[src/rtl/spm_pkg.sv]
// Shared types and helpers for the serial-parallel multiplier.
package spm_pkg;

  typedef enum logic [1:0] {
    IDLE = 2'd0,
    RUN  = 2'd1,
    DONE = 2'd2
  } spm_state_e;

  // Cycles from operand handshake to the first cycle out_valid is high.
  function automatic int spm_lat(input int xw, input int yw);
    return xw + yw + 1;
  endfunction

endpackage

[src/rtl/spm_csa_cell.sv]
// One carry-save cell of the SPM chain: full adder with registered sum and carry.
// sum_d is the combinational sum, used by cell 0 as the live product bit.
module spm_csa_cell #(
  parameter logic CLR_CARRY = 1'b0
) (
  input  logic clk,
  input  logic rst,
  input  logic clr,
  input  logic en,
  input  logic a,
  input  logic b,
  input  logic cin,
  output logic sum_d,
  output logic sum_q,
  output logic carry_q
);

  logic carry_d;

  assign sum_d   = a ^ b ^ cin;
  assign carry_d = (a & b) | (a & cin) | (b & cin);

  // Sum/carry state; sync clear seeds the carry with CLR_CARRY at operand load.
  always_ff @(posedge clk or negedge rst) begin
    if (!rst) begin
      sum_q   <= 1'b0;
      carry_q <= 1'b0;
    end else if (clr) begin
      sum_q   <= 1'b0;
      carry_q <= CLR_CARRY;
    end else if (en) begin
      sum_q   <= sum_d;
      carry_q <= carry_d;
    end
  end

endmodule

[src/rtl/spm_seq_mult.sv]
// Serial-parallel multiplier: x held parallel, y streamed LSB first through a
// chain of XW carry-save cells, one product bit per cycle, plus a parallel
// product register with valid/ready handshake.
//
// state | meaning
// IDLE  | waiting for an operand pair, in_ready high
// RUN   | XW+YW cycles, one product bit per cycle on p_bit
// DONE  | full product on p, out_valid high until out_ready
module spm_seq_mult
  import spm_pkg::*;
#(
  parameter int XW     = 8,
  parameter int YW     = 8,
  parameter int SIGNED = 0
) (
  input  logic              clk,
  input  logic              rst,
  input  logic              in_valid,
  output logic              in_ready,
  input  logic [XW-1:0]     x,
  input  logic [YW-1:0]     y,
  input  logic              abort,
  output logic              p_valid,
  output logic              p_bit,
  output logic              out_valid,
  input  logic              out_ready,
  output logic [XW+YW-1:0]  p
);

  localparam int PW = XW + YW;
  localparam int CW = $clog2(PW + 1);
  localparam logic [CW-1:0] LAST = CW'(spm_lat(XW, YW) - 2);

  spm_state_e state, state_nxt;

  logic          accept;
  logic          run;
  logic          y_fill;
  logic [XW-1:0] x_q;
  logic [XW-1:0] pp;
  logic [XW-1:0] pp_eff;
  logic [XW-1:0] sum_d;
  logic [XW-1:0] sum_q;
  logic [XW-1:0] carry_q;
  logic [XW-1:0] sum_hi;
  logic [YW-1:0] y_sr;
  logic [CW-1:0] cnt;
  logic [PW-2:0] p_sh;

  assign accept = in_valid && in_ready;
  assign run    = (state == RUN);

  // State register.
  always_ff @(posedge clk or negedge rst) begin
    if (!rst) state <= IDLE;
    else      state <= state_nxt;
  end

  // Next-state logic; abort returns to IDLE from anywhere.
  always_comb begin
    state_nxt = state;
    unique case (state)
      IDLE: if (accept) state_nxt = RUN;
      RUN: begin
        if (abort)             state_nxt = IDLE;
        else if (cnt == LAST)  state_nxt = DONE;
      end
      DONE: if (abort || out_ready) state_nxt = IDLE;
      default: state_nxt = IDLE;
    endcase
  end

  // Outputs decoded from state; abort masks in_ready so it always wins.
  always_comb begin
    in_ready  = (state == IDLE) && !abort;
    p_valid   = run;
    out_valid = (state == DONE);
    p_bit     = run & sum_d[0];
  end

  // Once y is exhausted the stream continues with its sign (or zero).
  assign y_fill = (SIGNED != 0) ? y_sr[YW-1] : 1'b0;

  // Operand capture, y serialisation and bit counter.
  always_ff @(posedge clk or negedge rst) begin
    if (!rst) begin
      x_q  <= '0;
      y_sr <= '0;
      cnt  <= '0;
    end else if (accept) begin
      x_q  <= x;
      y_sr <= y;
      cnt  <= '0;
    end else if (run) begin
      y_sr <= {y_fill, y_sr[YW-1:1]};
      cnt  <= cnt + CW'(1);
    end
  end

  assign pp = x_q & {XW{y_sr[0]}};

  // Signed mode: the MSB partial product carries negative weight. It is fed
  // inverted; the constant -2^(XW-1) per step that this introduces sums,
  // modulo 2^(XW+YW), to +2^(XW-1), supplied by seeding the MSB cell carry.
  always_comb begin
    pp_eff = pp;
    if (SIGNED != 0) pp_eff[XW-1] = ~pp[XW-1];
  end

  // Each cell adds its partial product to the shifted-down sum of its upper
  // neighbour and its own carry; cell 0's sum is the product bit.
  assign sum_hi = sum_q >> 1;

  for (genvar j = 0; j < XW; j++) begin : g_cell
    localparam logic CC = (SIGNED != 0) && (j == XW - 1);
    spm_csa_cell #(.CLR_CARRY(CC)) u_cell (
      .clk     (clk),
      .rst     (rst),
      .clr     (accept),
      .en      (run),
      .a       (pp_eff[j]),
      .b       (sum_hi[j]),
      .cin     (carry_q[j]),
      .sum_d   (sum_d[j]),
      .sum_q   (sum_q[j]),
      .carry_q (carry_q[j])
    );
  end

  // Collect product bits; p updates only when a run completes unaborted.
  always_ff @(posedge clk or negedge rst) begin
    if (!rst) begin
      p_sh <= '0;
      p    <= '0;
    end else if (run) begin
      p_sh <= {sum_d[0], p_sh[PW-2:1]};
      if ((cnt == LAST) && !abort) p <= {sum_d[0], p_sh};
    end
  end

endmodule
[config.mk]
export PLATFORM = sky130hd
export DESIGN_NAME = spm_seq_mult
export DESIGN_NICKNAME = d
export VERILOG_FILES = /design/src/rtl/spm_pkg.sv /design/src/rtl/spm_csa_cell.sv /design/src/rtl/spm_seq_mult.sv
export SDC_FILE = /design/constraint.sdc
export NUM_CORES = 1
export LEC_CHECK = 0
export ABC_CLOCK_PERIOD_IN_PS = 2200
export BUFFER_PORTS_ARGS = -buffer_cell sky130_fd_sc_hd__buf_2
export CORE_MARGIN = 4
export CORE_UTILIZATION = 50
export CTS_CLUSTER_SIZE = 40
export DETAILED_ROUTE_END_ITERATION = 7
export GPL_TIMING_DRIVEN = 0
export PLACE_DENSITY = 0.78
export RECOVER_POWER = 50
export SETUP_SLACK_MARGIN = 0.5
export SYNTH_ARGS = -nofsm -noshare
export SYNTH_HDL_FRONTEND = slang
export SYNTH_SLANG_ARGS = --single-unit
[constraint.sdc]
create_clock -name clk -period 2.2 [get_ports clk]
set_input_delay 0 -clock clk [delete_from_list [all_inputs] [get_ports clk]]
set_output_delay 0 -clock clk [all_outputs]
set_load 0.1 [all_outputs]
# Word level (Yosys, flattened, before mapping)
# Index checks and enable logic that the tools add are counted.
# Widths: inputs -> output; s select.
[totals]
reg_bits = 69
input_bits = 21
out_inout_bits = 20
[classes]
n_addsub = 1
n_eq_ne = 6
mux = 39
bitwise = 53
reduce_logical = 9
[op_table]
columns = ["op", "count"]
rows = [
  ["$mux 1", 30],
  ["$and 1x1->1", 23],
  ["$mux 8", 2],
  ["$xor 1x1->1", 15],
  ["$or 1x1->1", 14],
  ["$mux 5", 2],
  ["$and 8x8->8", 1],
  ["$mux 2", 4],
  ["$pmux 2 s3", 1],
  ["$add 5x1->5 const B", 1],
  ["$eq 5x4->1 const B", 1],
  ["$logic_and 1x1->1", 3],
  ["$ne 3x2->1 const B", 1],
  ["$reduce_and 3->1", 1],
  ["$eq 2x1->1 const B", 1],
  ["$eq 2x2->1 const B", 1],
  ["$logic_not 2->1", 1],
  ["$ne 2x1->1 const B", 1],
  ["$ne 2x2->1 const B", 1],
  ["$reduce_and 2->1", 1],
  ["$reduce_bool 2->1", 1],
  ["$logic_not 1->1", 1],
  ["$logic_or 1x1->1", 1],
]

# Longest topological paths before layout
[logic_depth]
depth_word = 6
ltp_mapped = 7
mapped_depth_nobuf = 6

# Hierarchy
# From an unflattened synthesis, not the netlist that was laid out.
[unflattened]
cells_unflattened = 249
hier_area_um2 = 3025.4
[by_module_without_submodules]
columns = ["mod", "n_inst", "cells_each", "area_each_um2", "seq_area_each_um2"]
rows = [
  ["spm_seq_mult", 1, 193, 2244.7, 1351.3],
  ["spm_csa_cell", 8, 7, 97.6, 50.0],
]

# Worst setup path before layout
# Ideal clock, no wire load.
[synth_path]
kind = "register -> output"
startpoint = "reg state[0]"
endpoint = "out in_ready"
arrival_ns = 2.573
setup_slack_ns = -0.373
stages_incl_launch_ff = 3
path_buffers = 1
cell_sequence = "dfrtp_1 buf_2 nor3_1"
[synth_via]
elab_chain_len = 2
[synth_lines]
columns = ["item", "line", "rtl"]
rows = [
  ["start, declared", "spm_seq_mult.sv:34", "spm_state_e state, state_nxt;"],
  ["start signal, assigned", "spm_seq_mult.sv:56", "else state <= state_nxt;"],
  ["$logic_not 2->1", "spm_seq_mult.sv:75", "in_ready = (state == IDLE) && !abort;"],
  ["$logic_and 1x1->1", "spm_seq_mult.sv:75", ""],
  ["end, declared", "spm_seq_mult.sv:19", "output logic in_ready,"],
]
# No other way between the ends.

# Worst setup path in the final report
[layout_path]
startpoint = "reg cnt[1]"
endpoint = "reg p[8]"
[layout_via]
elab_chain_len = 3
[layout_lines]
columns = ["item", "line", "rtl"]
rows = [
  ["start, declared", "spm_seq_mult.sv:47", "logic [CW-1:0] cnt;"],
  ["start signal, assigned", "spm_seq_mult.sv:96", "cnt <= cnt + CW'(1);"],
  ["$eq 5x4->1", "spm_seq_mult.sv:137", "if ((cnt == LAST) && !abort) p <= {sum_d[0], p_sh};"],
  ["$logic_and 1x1->1", "spm_seq_mult.sv:137", ""],
  ["$reduce_and 2->1 (no source line)", "n/a", ""],
  ["end signal, assigned", "spm_seq_mult.sv:137", ""],
  ["end, declared", "spm_seq_mult.sv:27", "output logic [XW+YW-1:0] p"],
]
# No other way between the ends.
# A chain may end at the register's enable or synchronous reset.

==> reports/summary.txt <==
DIE AREA: 7274 sq um
worst-path cell chain: ha_2 > and3_4 > ha_4 > nand3b_1 > nor2_4 > clkbuf_16 > mux2_4
Clock Tree Buf Depth: 2
TNS Setup: 0 ns
Initial Util: 52.94%
CTS tree: done
Post-layout nets: 383
Final Cell Area: 3983 sq um
Leak: 0.001977 uW
largest net degree at the start of global routing: 70
CP startpoint kind: flop
Cells after Synth: 265
global-route usage over all layers: 18.14%
status: finished, final reports clean
Ys Warns: 0
worst hold path type: in2async
CP delay by family, top: simple AND/OR/NAND/NOR gates
synthesized flop and latch total: 69
max-slew violations: 0
first-pass GRT wire length: 10300 um
VDD IR-drop max: 0.0006357 V
Mapped Nets: 296
sequential area share after synthesis: 57.81%
vias in the first global route: 2208
antenna cells: 0
Syn Std Cell Area: 2987 sq um
Period minus WS final: 1.805 ns
Clock Sinks: 69
final worst setup slack: 0.3949 ns
crit share post-route: 82.05%
gr ovfl total: 0
worst slew pin tran: 1.176 ns
crit end category: flop
max incr delay on CP: 0.37 ns
pre-CTS setup slack: 0.2944 ns
CP arrival: 2.04 ns
Crit-path slowest cell: dfrtp_1
DRC viols: 0
clk_skew: 0.008549 ns
Die Height: 85.29 um
vias: 2148
post-route ant nets: 0
Clock Latency Late Sink: 0.35 ns
CTS Buf Count: 9
share of cells above drive strength 1: 29.13%
WL/cell: 14.24 um
io pins: 41
final hold vios: 0
library cells used by synthesis: 28
RSZ-0062 raised after global routing: true
CP Class: reg2reg
number of DRC markers in iteration 0: 104
WL final: 6109 um
Reg clk slew, reported paths: 0.08 ns
max-cap viol count: 0
pwr dens: 928.0 nW/um^2
CTS Root Cell: clkbuf_8
Buf/Inv on CP: 1
Slew headroom: 21.96%
area delta synth->final: 33.35%
CP Max Fanout: 5
Avg Cell Area, Syn: 11.27 sq um
htree depth: 3
Detailed Place HPWL: 3696 um
Die Wd: 85.29 um
Hold Slack: 0.2968 ns
Fmax: 0.5540 GHz
gpl congestion: 0.7230
Std-Cell Rows: 27
Core ar.: 5642 sq um
Critical Path RT: 2.44 ns
Post-DP Area: 3302 sq um
drt first pass iters: 4
setup violators final: 0
initial antenna violation count: 0
Buffers on Ports: 40
Vias per Instance: 5.007
==> per-stage QoR <==
| step | total power, uW | instances | util [%] |
|---|---|---|---|
| after floorplan | 2103 | 265 | - |
| after global placement | 2252 | 377 | 58.48 |
| after detailed placement | 2296 | 377 | 58.53 |
| after CTS | 3644 | 421 | 67.93 |
| after global routing | 3930 | 429 | 70.59 |
| final | 3696 | 429 | 70.59 |
==> path summary, 6_finish.rpt <==
kind	cells after the start	start	slack, ns	to
max reg2reg	7	cnt[1]	0.39	p[8]
min	2	rst	0.30	state[1]
max in group asynchronous	2	rst	1.29	y_sr[0]
min in group clk	4	y[3]	0.39	y_sr[3]
min reg2reg	1	x_q[4]	0.48	x_q[4]
max	7	cnt[1]	0.39	p[8]
==> routing by layer <==
layer	routed length [um]	track usage [%]	vias to the layer above
met5	0	0	-
met4	88	8.633	0
met3	295	4.757	7
met2	2919	27.54	49
met1	2805	24.27	1051
li1	-	-	1041
==> synth_stat cells (all sizes together) <==
master | n | area (sq um)
o21ai | 8 | 40.04
and2 | 9 | 56.30
fa | 7 | 140.1
nand3b | 2 | 15.01
nand2 | 84 | 315.3
nand4 | 1 | 6.260
xnor2 | 1 | 8.760
dfrtp | 69 | 1727
nor3 | 2 | 10.01
inv | 3 | 11.26
mux2 | 24 | 270.3
and3 | 1 | 6.260
a21o | 1 | 7.510
a21oi | 18 | 90.09
buf | 13 | 77.56
mux2i | 9 | 90.09
nor2 | 3 | 13.77
nor4b | 1 | 23.77
nor2b | 1 | 6.260
nand2b | 4 | 25.02
ha | 3 | 37.54
xor2 | 1 | 8.760
==> kinds of logic (layout without fill, tap and decap cells) <==
group | after synthesis | after routing | share of synthesized area (%)
adders and majority gates | 10 | 10 | 5.949
DFF | 69 | 69 | 57.81
buffers and inverters | 16 | 108 | 2.974
muxes | 33 | 33 | 12.07
and+or+nand+nor | 108 | 108 | 16.00
AOI/OAI and AO/OA | 27 | 27 | 4.609
xor gates and xnor gates | 2 | 2 | 0.5866
==> sequential cells by signal (all words and copies together), names as in the netlist <==
signal                 flops
p                         16
p_sh                      15
g_cell.u_cell.carry_q      8
x_q                        8
y_sr                       8
g_cell.u_cell.sum_q        7
cnt                        5
state                      2
==> layout by cell type (no fill, tap or decap), types with 3 or more instances in the layout <==
cell type,n
dlygate4sd3_1,20
clkbuf_8,9
clkbuf_1,10
o21ai_0,8
a21oi_1,18
nand2_1,84
bufinv_16,3
buf_2,32
mux2_1,4
mux2_2,6
dfrtp_1,68
mux2_4,14
mux2i_1,9
nand2b_1,4
and2_1,7
buf_4,18
fa_1,7
==> worst register-to-register path: cells and delay by family, from the launching register on <==
family	cells	cell delay, ns
and+or+nand+nor	3	0.54
DFF	1	0.37
adders and majority gates	2	0.31
muxes	1	0.29
buffers and inverters	1	0.20
==> power breakdown <==
group	leakage [uW]	switching (uW)	internal [uW]
combinational	0.000945	384	365
clock	0.000116	500	758
sequential	0.000916	177	1510
total	0.00198	1060	2640
==> repair_timing <==
| action | CTS | global route |
|---|---|---|
| setup buffers | 8 | 7 |
| resized for setup | 12 | 22 |
| pin swaps | 1 | 5 |
| endpoints found under the hold margin | 87 | 0 |
| gates cloned | 0 | 1 |
| hold buffers | 20 | 0 |
| setup endpoints to repair | 32 | 22 |
==> final cells by class <==
class / instances / area [sq um]
sequential: 69 / 1728
multi-input combinational: 180 / 1261
inverter: 3 / 13.76
clock buffer: 9 / 123.9
timing repair buffer: 76 / 556.8
fill: 405 / 1659
tap: 72 / 90.09
buffer: 13 / 86.33
clock inverter: 7 / 122.6
Note: power is estimated with default switching activity, not from simulation.
